<file path="src/rtl/definitions_pkg.sv">
// Shared pipeline definitions: data-memory access widths, access-unit states and the fault rule.
package definitions;

  // Bit 3 separates stores from loads so every RV32I width has a unique encoding.
  typedef enum logic [3:0] {
    LB  = 4'b0000,
    LH  = 4'b0001,
    LW  = 4'b0010,
    LBU = 4'b0100,
    LHU = 4'b0101,
    SB  = 4'b1000,
    SH  = 4'b1001,
    SW  = 4'b1010
  } memWidth_t;

  typedef enum logic [1:0] {
    IDLE = 2'd0,
    REQ  = 2'd1,
    DONE = 2'd2
  } dmemState_t;

  // Unsigned-store encodings (1xx) have no RV32I meaning, so they fault like other illegal widths.
  function automatic logic access_fault(input logic rd, input logic wr,
                                        input logic [2:0] f3, input logic [1:0] off);
    logic bad;
    bad = 1'b0;
    if (rd && wr) begin
      bad = 1'b1;
    end else begin
      case (f3)
        3'b000:  bad = 1'b0;
        3'b001:  bad = off[0];
        3'b010:  bad = (off != 2'b00);
        3'b100:  bad = wr;
        3'b101:  bad = wr | off[0];
        default: bad = 1'b1;
      endcase
    end
    return bad;
  endfunction

endpackage

</file>
<file path="src/rtl/dmem_access_unit_load_formatter.sv">
// Combinational load lane select and sign/zero extension.
// Zero latency; no flow control, the caller registers the result.
module load_formatter
  import definitions::*;
(
  input  logic [31:0] rdata,
  input  logic [2:0]  funct3,
  input  logic [1:0]  byte_off,
  output logic [31:0] data
);

  logic [31:0] shifted;

  assign shifted = rdata >> {byte_off, 3'b000};

  always_comb begin
    data = shifted;
    case (memWidth_t'({1'b0, funct3}))
      LB:      data = {{24{shifted[7]}}, shifted[7:0]};
      LH:      data = {{16{shifted[15]}}, shifted[15:0]};
      LBU:     data = {24'h0, shifted[7:0]};
      LHU:     data = {16'h0, shifted[15:0]};
      default: data = shifted;
    endcase
  end

endmodule

</file>
<file path="src/rtl/dmem_access_unit.sv">
// MEM-stage data-memory access unit: load/store to word-aligned req/ack bus, load formatting.
// Minimum 3 cycles per access (IDLE, REQ until dAck, DONE); pipeline stalled while IDLE-accepted and in REQ.
module dmem_access_unit
  import definitions::*;
#(
  parameter int ADDR_WIDTH = 32
) (
  input  logic                  clk,
  input  logic                  rstN,
  input  logic                  memRead_Mem_In,
  input  logic                  memWrite_Mem_In,
  input  logic [2:0]            funct3_Mem_In,
  input  logic [31:0]           addr_Mem_In,
  input  logic [31:0]           storeData_Mem_In,
  output logic [31:0]           readD_Mem_Out,
  output logic                  stall_Mem_Out,
  output logic                  fault_Mem_Out,
  output logic                  dReq,
  output logic                  dWe,
  output logic [ADDR_WIDTH-1:0] dAddr,
  output logic [31:0]           dWData,
  output logic [3:0]            dBe,
  input  logic                  dAck,
  input  logic [31:0]           dRData
);

  dmemState_t  state, state_next;
  logic        access, bad, accept;
  logic [3:0]  be_next;
  logic [31:0] wdata_next;
  logic [2:0]  funct3_q;
  logic [1:0]  off_q;
  logic        is_load_q;
  logic [31:0] load_data;

  assign access = memRead_Mem_In | memWrite_Mem_In;
  assign bad    = access_fault(memRead_Mem_In, memWrite_Mem_In, funct3_Mem_In, addr_Mem_In[1:0]);
  assign accept = (state == IDLE) && access && !bad;
  assign dReq   = (state == REQ);

  always_comb begin
    be_next    = 4'b1111;
    wdata_next = storeData_Mem_In;
    case (funct3_Mem_In[1:0])
      2'b00: begin
        be_next    = 4'b0001 << addr_Mem_In[1:0];
        wdata_next = {4{storeData_Mem_In[7:0]}};
      end
      2'b01: begin
        be_next    = addr_Mem_In[1] ? 4'b1100 : 4'b0011;
        wdata_next = {2{storeData_Mem_In[15:0]}};
      end
      default: ;
    endcase
  end

  always_comb begin
    state_next    = state;
    stall_Mem_Out = 1'b0;
    fault_Mem_Out = 1'b0;
    case (state)
      IDLE: begin
        if (access) begin
          if (bad) begin
            fault_Mem_Out = 1'b1;
          end else begin
            stall_Mem_Out = 1'b1;
            state_next    = REQ;
          end
        end
      end
      REQ: begin
        stall_Mem_Out = 1'b1;
        if (dAck) state_next = DONE;
      end
      DONE:    state_next = IDLE;
      default: state_next = IDLE;
    endcase
  end

  load_formatter u_load_formatter (
    .rdata    (dRData),
    .funct3   (funct3_q),
    .byte_off (off_q),
    .data     (load_data)
  );

  always_ff @(posedge clk or negedge rstN) begin
    if (!rstN) begin
      state         <= IDLE;
      readD_Mem_Out <= 32'h0;
      dWe           <= 1'b0;
      dAddr         <= '0;
      dWData        <= 32'h0;
      dBe           <= 4'h0;
      funct3_q      <= 3'b0;
      off_q         <= 2'b0;
      is_load_q     <= 1'b0;
    end else begin
      state <= state_next;
      if (accept) begin
        dWe       <= memWrite_Mem_In;
        dAddr     <= {addr_Mem_In[ADDR_WIDTH-1:2], 2'b00};
        dWData    <= wdata_next;
        dBe       <= be_next;
        funct3_q  <= funct3_Mem_In;
        off_q     <= addr_Mem_In[1:0];
        is_load_q <= memRead_Mem_In;
      end
      if ((state == REQ) && dAck) begin
        readD_Mem_Out <= is_load_q ? load_data : 32'h0;
      end
    end
  end

endmodule
</file>
<file path="config.mk">
export PLATFORM = sky130hd
export DESIGN_NAME = dmem_access_unit
export DESIGN_NICKNAME = d
export VERILOG_FILES = /design/src/rtl/definitions_pkg.sv /design/src/rtl/dmem_access_unit_load_formatter.sv /design/src/rtl/dmem_access_unit.sv
export SDC_FILE = /design/constraint.sdc
export NUM_CORES = 1
export LEC_CHECK = 0
export CAP_MARGIN = 10
export CORE_ASPECT_RATIO = 0.9
export CORE_MARGIN = 4
export CORE_UTILIZATION = 30
export DETAILED_ROUTE_END_ITERATION = 8
export GPL_TIMING_DRIVEN = 0
export HOLD_SLACK_MARGIN = 0.05
export PLACE_DENSITY = 0.58
export SLEW_MARGIN = 40
export SYNTH_ARGS = -nofsm -noshare
export SYNTH_HDL_FRONTEND = slang
export SYNTH_HIERARCHICAL = 1
export SYNTH_SLANG_ARGS = --single-unit
export TNS_END_PERCENT = 50
</file>
<file path="constraint.sdc">
create_clock -name clk -period 2.1 [get_ports clk]
set_input_delay 0.315 -clock clk [delete_from_list [all_inputs] [get_ports clk]]
set_output_delay 0.315 -clock clk [all_outputs]
set_load 0.005 [all_outputs]
</file>
### Word-level counts from Yosys, hierarchy flattened

Index checks and enable logic that the tools add are counted.

| operators by class | value |
|---|---|
| $add $sub $neg | 0 |
| mux-type cells | 17 |
| reductions and logical operators | 11 |
| multipliers | 0 |
| order comparisons | 0 |
| equal/unequal tests | 12 |
| bitwise logic cells | 2 |
| shift operators | 2 |
| div/mod/pow operators | 0 |

Operator list:

| kind | count |
|---|---|
| $pmux 32 s4 | 1 |
| $pmux 32 s2 | 1 |
| $mux 32 | 1 |
| $shr 32x5->32 | 1 |
| $eq 3x3->1 const B | 4 |
| $pmux 4 s2 | 1 |
| $eq 3x1->1 const B | 2 |
| $logic_not 3->1 | 2 |
| $mux 1 | 6 |
| $mux 2 | 3 |
| $pmux 1 s5 | 1 |
| $eq 2x1->1 const B | 2 |
| $logic_and 1x1->1 | 4 |
| $logic_not 2->1 | 2 |
| $mux 4 | 1 |
| $ne 2x2->1 const B | 2 |
| $pmux 2 s2 | 1 |
| $shl 1x2->4 const A | 1 |
| $eq 3x2->1 const B | 1 |
| $reduce_and 3->1 | 1 |
| $ne 2x1->1 const B | 1 |
| $or 1x1->1 | 2 |
| $pmux 1 s2 | 1 |
| $reduce_bool 2->1 | 1 |
| $logic_not 1->1 | 1 |

| word-level totals | value |
|---|---|
| bits in latches | 0 |
| memory bits (writable) | 0 |
| register bits after elaboration | 107 |
| memories | 0 |
| bits of input ports | 104 |
| logic and storage cells | 53 |
| bits in read-only memories | 0 |
| output and inout bits | 104 |

### Longest topological paths before layout

Gate-level depths: netlist of the first run.

| logic depth | value |
|---|---|
| word-level depth | 6 |
| gate-level depth with buffers | 8 |
| depth with buffers taken out | 6 |

### By module

Netlist of the first run, hierarchy kept.

Modules (own cells, without submodules):

| module | instances | seq. area each (µm²) | area each (µm²) | cells an instance |
|---|---|---|---|---|
| dmem_access_unit | 1 | 2677.6 | 4569.4 | 370 |
| load_formatter | 1 | 0.0 | 694.4 | 107 |

### Worst setup path after synthesis of the first run

No wires, ideal clock.

| path | value |
|---|---|
| kind | input port to flip-flop |
| start | input port funct3_Mem_In[0] |
| end | register dWData[15] |
| setup slack | 0.317 ns |
| library setup time | 0.127 ns |
| stages on the path | 7 |
| arrival time | 1.656 ns |
| required time | 1.973 ns |
| buffers on the path | 3 |
| cells stage by stage | buf_2 -> a211oi_1 -> a22o_1 -> nor4b_4 -> buf_6 -> buf_6 -> mux2_1 |

| on the way | value |
|---|---|
| word-level cells in the longest chain between the ends | 5 |
| elaborated cells between the ends (all ways) | 12 |
| classes of those cells | eq/ne: 5; mux: 3; reduce/logical: 4 |

RTL lines:

| what | RTL line | source |
|---|---|---|
| start, declared | dmem_access_unit.sv:12 | `input logic [2:0] funct3_Mem_In,` |
| $eq 3x3->1 (tied with other cells) | definitions_pkg.sv:30 | `case (f3)` |
| $pmux 1 s5 | definitions_pkg.sv:30 |  |
| $mux 1 | definitions_pkg.sv:27 | `if (rd && wr) begin` |
| $logic_not 1->1 | dmem_access_unit.sv:38 | `assign accept = (state == IDLE) && access && !bad;` |
| $logic_and 1x1->1 | dmem_access_unit.sv:38 |  |
| end signal, assigned | dmem_access_unit.sv:104 | `dWData <= wdata_next;` |
| end, declared | dmem_access_unit.sv:21 | `output logic [31:0] dWData,` |

Several ways; a longest one is shown, not always the timed one.
A chain may end at the register's enable or synchronous reset.

### Worst setup path after layout of the first run

| path | value |
|---|---|
| start | input port memRead_Mem_In |
| end | output port fault_Mem_Out |

| on the way | value |
|---|---|
| word-level cells in the longest chain between the ends | 5 |
| elaborated cells between the ends (all ways) | 6 |
| classes of those cells | mux: 4; bitwise: 1; reduce/logical: 1 |

RTL lines:

| what | RTL line | source |
|---|---|---|
| start, declared | dmem_access_unit.sv:10 | `input logic memRead_Mem_In,` |
| $logic_and 1x1->1 | definitions_pkg.sv:27 |  |
| $mux 1 | definitions_pkg.sv:27 |  |
| $mux 1 | dmem_access_unit.sv:64 | `if (bad) begin` |
| $mux 1 (*) | dmem_access_unit.sv:63 | `if (access) begin` |
| $mux 1 (*) | dmem_access_unit.sv:61 | `case (state)` |
| end, declared | dmem_access_unit.sv:17 | `output logic fault_Mem_Out,` |

Mark *: on every way between the ends. The rest lies on a longest branch, timed or not.

==> results.py, run 1 <==
metrics = {
    "run_status": {
        "status": "complete, no violations",
    },
    "flow_run": {
        "maxCapViolCount": 0,
    },
    "setup_path": {
        "crit_type": "primary input to output pin",
        "path_buf_inv": 2,
        "arrival_ps": 1640,
        "cp-start-kind": "primary input",
        "crit_family": "buffers and inverters",
        "r2r-start": "off_q[1]",
        "r2r_cells": 7,
        "r2r_slack_ps": 290,
        "r2r_end": "readD_Mem_Out[30]",
        "max_stage_delay_ps": 520,
        "worstPathMaxFanout": 4,
        "end_kind": "output pin",
        "required_ps": 1780,
        "cp_cell_sequence": "clkdlybuf4s50_1 > o21ai_0 > a22o_1 > nor4_1 > dlygate4sd2_1",
        "cp_slowest_cell": "clkdlybuf4s50_1",
    },
    "power": {
        "leakage_nw": 3.39,
        "peakVddDrop_mv": 0.554,
        "p_per_area_mw_per_mm2": 1110,
    },
    "timing": {
        "final.setup_skew_ps": 12.1,
        "fin_ws_ps": 141,
        "period_needed_ps": 1960,
        "finalCritPeriodShare_pct": 93.3,
        "worst_pin_slew_ps": 771,
        "finalHoldViolCount": 0,
        "setup_viol": 0,
        "slew_headroom_pct": 48.4,
        "rsz0062_at_grt": "no",
        "finalMaxSlewViolations": 0,
        "fin_hold_ws_ps": 380,
        "max_freq_mhz": 511,
    },
    "logic_synthesis": {
        "avgSynthCellArea_um2": 11.0,
        "post_synth_and_or_nand_nor_area_fraction_pct": 10.3,
        "synth_top_family_by_area": "multiplexers",
        "synth_compound_area_share_pct": 9.41,
        "synth_async_sr_flop_share_pct": 100,
        "synth_fa_ha_area_share_pct": 0,
        "ys_ff_latch": 107,
        "synthXorXnorAreaFrac_pct": 0,
        "synthMuxAreaShare_pct": 24.3,
        "ys.flop_type": "dfrtp_1",
        "seq_area_frac_synth_pct": 50.9,
        "yosysMostFrequentCell": "dfrtp_1",
        "synth_top_area_share_pct": 50.9,
        "yosys.area.top_type": "dfrtp_1",
        "netlist_instances": 477,
        "synth_enable_flop_cells": 0,
        "synthDistinctLibCells": 31,
        "synth.top_cells.by_count": "107 x dfrtp_1, 89 x nand2_1, 56 x mux2_1",
        "synth_area_mm2": 0.00526,
        "yosysWarnings": 6,
        "ys_top_cells_by_area": "dfrtp_1 51%, mux2_1 12%, mux2_2 6.4%, nand2_1 6.3%, mux2i_1 5.9%",
    },
    "detailed_routing": {
        "drcViolationCount": 0,
        "via_per_inst": 4.63,
        "wl_per_cell_um": 17.2,
        "wl_mm": 16.1,
        "first_pass_iters": 4,
        "vias": 4343,
        "drtIter0Drc": 165,
        "ant_nets": 0,
    },
    "global_route": {
        "grt-ovfl-total": 0,
        "grt_max_degree": 56,
        "grt_usage_pct": 16.3,
        "grt_pass1_vias": 4680,
        "grt_pass1_wl_mm": 25.6,
        "antenna_found_initial": 1,
    },
    "clock_tree": {
        "path_clk_slew_ps": 70,
        "clkLatencyLatePin_ps": 340,
        "cts_buffer_depth": 2,
        "cts_tree": "yes",
        "h-tree-depth": 3,
        "cts_sinks": 107,
        "clockRootBuffer": "clkbuf_16",
        "cts_buffers": 9,
    },
    "layout": {
        "nets": 801,
        "layout-area-overhead-vs-synth_pct": 51.6,
        "final_area_mm2": 0.00798,
        "layout-drive-gt1-share_pct": 11.0,
        "fin_util_pct": 46.8,
        "instances_no_fill": 938,
    },
    "floorplan": {
        "die_w_um": 148,
        "start_util_pct": 30.9,
        "rows": 45,
        "die_y_um": 134,
        "core_area_mm2": 0.0171,
        "die_area_mm2": 0.0197,
        "io_pins": 208,
    },
    "min_path": {
        "min_from": "addr_Mem_In[1]",
        "hp-class": "primary input to register",
        "holdPathEnd": "off_q[1]",
        "worstHoldPathCells": 2,
    },
    "placement": {
        "dp.cells": 918,
        "hpwl_mm": 12.5,
        "place_area_mm2": 0.00764,
        "io_buffers": 204,
        "gp_congestion": 0.899,
        "preCtsSetupSlack_ps": -389,
    },
}
[where the power goes]
group / internal, mW / switching [mW]
registers: 2.84 / 0.444
clock network: 0.971 / 0.792
logic: 2.25 / 1.56
total: 6.06 / 2.79
[area by class of cell]
type / count / area (um^2)
Multi-Input combinational cell: 328 / 2330
Clock inverter: 6 / 72.6
Sequential cell: 107 / 2680
Buffer: 35 / 239
Timing Repair Buffer: 208 / 2100
Clock buffer: 10 / 239
Inverter: 8 / 30.0
Fill cell: 1632 / 9080
Tap cell: 235 / 294
Antenna cell: 1 / 2.50
[layout by cell type, fill, tap and decap left out, drive strengths merged, types with 2 or more instances in the layout]
cell type and count:
o21ai 50, mux2i 31, dfrtp 107, o21bai 2, nand2 89, inv 9, conb 2, dlygate4sd2 3
nor2 21, clkbuf 29, a21oi 11, buf 21, dlymetal6s2s 2, nor2b 9, clkinv 4, mux2 86
a211oi 15, nand2b 3, clkdlybuf4s50 197
[per-layer routing]
metal | GRT usage (%) | vias to the layer above | part of all wire, % | routed length, um
met1 | 21.2 | 2111 | 45 | 7200
met5 | 0 | - | 0 | 0
li1 | - | 2084 | - | -
met4 | 3.52 | 0 | 1.5 | 241
met3 | 5.14 | 17 | 7.4 | 1180
met2 | 26.6 | 131 | 46 | 7470
[registers in the layout (all words and copies together) (netlist names)]
signal,count
off_q,2
state,2
dWData,32
dBe,4
dAddr,30
is_load_q,1
readD_Mem_Out,32
funct3_q,3
dWe,1
[timing repair]
| item | 4_1_cts | 5_1_grt |
|---|---|---|
| buffers inserted | 0 | 2 |
| gates resized for setup | 5 | 5 |
| hold buffers | 1 | 0 |
| endpoints found under the hold margin | 52 | 0 |
| gates cloned | 0 | 0 |
| endpoints found under the setup margin | 4 | 13 |
| pin swaps | 0 | 1 |
[logic make-up (layout without fill, tap and decap cells)]
kind of cell	count (synthesis)	count (layout)
AND/OR/NAND/NOR	126	126
multiplexers	117	117
flip-flops	107	107
AO/OA/AOI/OAI	83	83
buffers and inverters	43	267
other	1	3
[how the worst max path moves through the flow]
stage                               end        startpoint  slack, ps  cells past startpoint
final                     fault_Mem_Out    memRead_Mem_In        140                      5
after global routing         dWData[17]    memRead_Mem_In          9                      7
after detailed placement     dWData[17]   memWrite_Mem_In       -390                      7
after floorplan              dWData[15]  funct3_Mem_In[0]        320                      7
after CTS                    dWData[24]  funct3_Mem_In[1]         10                      5
after global placement        dAddr[11]              rstN      -3520                      1
[metrics by stage]
| step | TNS (ps) | power (mW) |
|---|---|---|
| after floorplan | 0 | 4.83 |
| after global placement | -399670 | 7.11 |
| after detailed placement | -23810 | 7.17 |
| after CTS | 0 | 9.00 |
| after global routing | 0 | 9.46 |
| final | 0 | 8.85 |
No activity file was read; power rests on OpenSTA's default activity.
==> run 2, diff against run 1 <==
--- a/config.mk
+++ b/config.mk
@@ -5,7 +5,6 @@
 export SDC_FILE = /design/constraint.sdc
 export NUM_CORES = 1
 export LEC_CHECK = 0
-export CAP_MARGIN = 10
 export CORE_ASPECT_RATIO = 0.9
 export CORE_MARGIN = 4
 export CORE_UTILIZATION = 30
==> results of run 2 <==
Same layout as run 1: the final DEF is identical, and so are final timing and power.
==> run 3, diff against run 2 <==
--- a/config.mk
+++ b/config.mk
@@ -17,4 +17,4 @@
 export SYNTH_HDL_FRONTEND = slang
 export SYNTH_HIERARCHICAL = 1
 export SYNTH_SLANG_ARGS = --single-unit
-export TNS_END_PERCENT = 50
+export TNS_END_PERCENT = 1
==> run 3 against run 2 <==
Utilization about the same. Clock power is essentially flat. Register-to-register slack is essentially flat. Clock skew about the same. Non-clock buffer count shrank 2. Critical endpoint is now stall_Mem_Out. Largest power group unchanged. Highest routed layer unchanged.
==> results.py, run 3 (synthesis gave the netlist of run 1 again) <==
metrics = {
    "power": {
        "p_per_area_mw_per_mm2": 1110,
        "p_total_mw": 8.85,
        "peakVddDrop_mv": 0.553,
        "leakage_nw": 3.38,
    },
    "layout": {
        "fin_util_pct": 46.7,
        "multiInputGateArea_mm2": 0.00233,
        "final_cell_mix": "197 x clkdlybuf4s50_1, 107 x dfrtp_1, 89 x nand2_1",
        "final_common_cell": "clkdlybuf4s50_1",
        "nets": 799,
        "layout-area-overhead-vs-synth_pct": 51.4,
        "num-fill-cells": 1630,
        "largest_registers": "dWData: 32 flops, readD_Mem_Out: 32 flops, dAddr: 30 flops",
        "layout-drive-gt1-share_pct": 10.6,
        "seq_area_mm2": 0.00268,
    },
    "setup_path": {
        "arrival_ps": 1710,
        "cp_slowest_cell": "clkdlybuf4s50_1",
        "crit_family": "buffers and inverters",
        "worstPathMaxFanout": 4,
        "max_stage_delay_ps": 460,
        "required_ps": 1780,
        "end_kind": "output pin",
        "path_buf_inv": 2,
        "crit_type": "primary input to output pin",
        "cp-start-kind": "primary input",
        "cp_cell_sequence": "clkdlybuf4s50_1 > a211oi_1 > a22o_1 > o21ai_0 > a21oi_1 > dlygate4sd2_1",
    },
    "detailed_routing": {
        "ant_nets": 0,
        "via_per_inst": 4.63,
        "first_pass_iters": 4,
        "drcViolationCount": 0,
        "drtIter0Drc": 190,
        "wl_mm": 16.1,
        "vias": 4331,
        "wl_per_cell_um": 17.1,
    },
    "global_route": {
        "grt_usage_pct": 16.3,
        "grt-ovfl-total": 0,
        "grt_max_degree": 56,
        "grt_pass1_vias": 4680,
        "grt_pass1_wl_mm": 25.6,
        "antenna_found_initial": 1,
    },
    "timing": {
        "fin_ws_ps": 71.2,
        "fin_hold_ws_ps": 383,
        "finalCritPeriodShare_pct": 96.6,
        "finalMaxSlewViolations": 0,
        "worst_pin_slew_ps": 790,
        "period_needed_ps": 2030,
        "rsz0062_at_grt": "yes",
        "finalSetupTns_ps": 0,
        "finalHoldViolCount": 0,
        "setup_viol": 0,
        "final.setup_skew_ps": 11.9,
        "slew_headroom_pct": 47.1,
        "max_freq_mhz": 493,
    },
    "floorplan": {
        "start_util_pct": 30.9,
        "rows": 45,
        "io_pins": 208,
        "die_area_mm2": 0.0197,
        "die_y_um": 134,
        "core_area_mm2": 0.0171,
        "die_w_um": 148,
    },
    "placement": {
        "io_buffers": 204,
        "hpwl_mm": 12.5,
        "preCtsSetupSlack_ps": -389,
        "gp_congestion": 0.899,
    },
    "clock_tree": {
        "cts_tree": "yes",
        "cts_buffer_depth": 2,
        "h-tree-depth": 3,
        "cts_buffers": 9,
        "path_clk_slew_ps": 70,
        "postCtsSetupRepairBufs": 0,
        "clockRootBuffer": "clkbuf_16",
        "clkLatencyLatePin_ps": 340,
        "cts_sinks": 107,
    },
    "flow_run": {
        "maxCapViolCount": 0,
    },
    "run_status": {
        "status": "complete, no violations",
    },
    "min_path": {
        "hp-class": "primary input to register",
    },
}
[run 3: cell count changes in the layout (fill, tap and decap cells not counted), sizes merged]
| cell | previous run | this run |
|---|---|---|
| dlygate4sd2 | 3 | 4 |
| buf | 21 | 19 |
| clkbuf | 29 | 28 |
[run 3: cell type report]
cell class                 count  area share [%]
clock buffer                  10            3.00
clock inverter                 6           0.911
antenna                        1          0.0314
inverter                       8           0.377
buffer                        35            3.05
sequential                   107            33.6
multi-input combinational    328            29.2
tap                          235            3.69
timing repair buffer         206            26.2
[run 3: path summary, 6_finish.rpt]
| kind | startpoint | endpoint | slack (ps) | cells past startpoint |
|---|---|---|---|---|
| setup / recovery | memRead_Mem_In | stall_Mem_Out | 70 | 6 |
| hold / removal | addr_Mem_In[1] | off_q[1] | 380 | 2 |
| setup reg to reg | off_q[1] | readD_Mem_Out[30] | 290 | 7 |
| hold reg to reg | dWData[4] | dWData[4] | 480 | 1 |
| max in group asynchronous | rstN | readD_Mem_Out[0] | 990 | 3 |
| min in group asynchronous | rstN | readD_Mem_Out[14] | 480 | 2 |
[run 3: through the flow]
step                      cell area (um^2)  cells
after global routing                  7970    936
after detailed placement              7640    918
final                                 7970    936
after global placement                7600    917
after CTS                             7960    935
after floorplan                       5270    478
[run 3: repair_timing]
item / 4_1_cts / 5_1_grt
hold endpoints to repair: 52 / 0
setup endpoints to repair: 4 / 13
gates resized for setup: 5 / 4
hold buffers: 1 / 0
[run 3: where the power goes]
part           internal (mW)  switching, mW  total (mW)  leakage (nW)
Clock                  0.971          0.791        1.76         0.155
Sequential              2.84          0.443        3.29          1.31
Combinational           2.24           1.55        3.80          1.92
Total                   6.06           2.79        8.85          3.38
[run 3: per-layer routing]
layer	track usage (%)	vias up	share of wire [%]
li1	-	2079	-
met1	21.2	2108	44
met2	26.6	128	47
met3	5.14	16	7.3
met4	3.52	0	1.5
met5	0	-	0
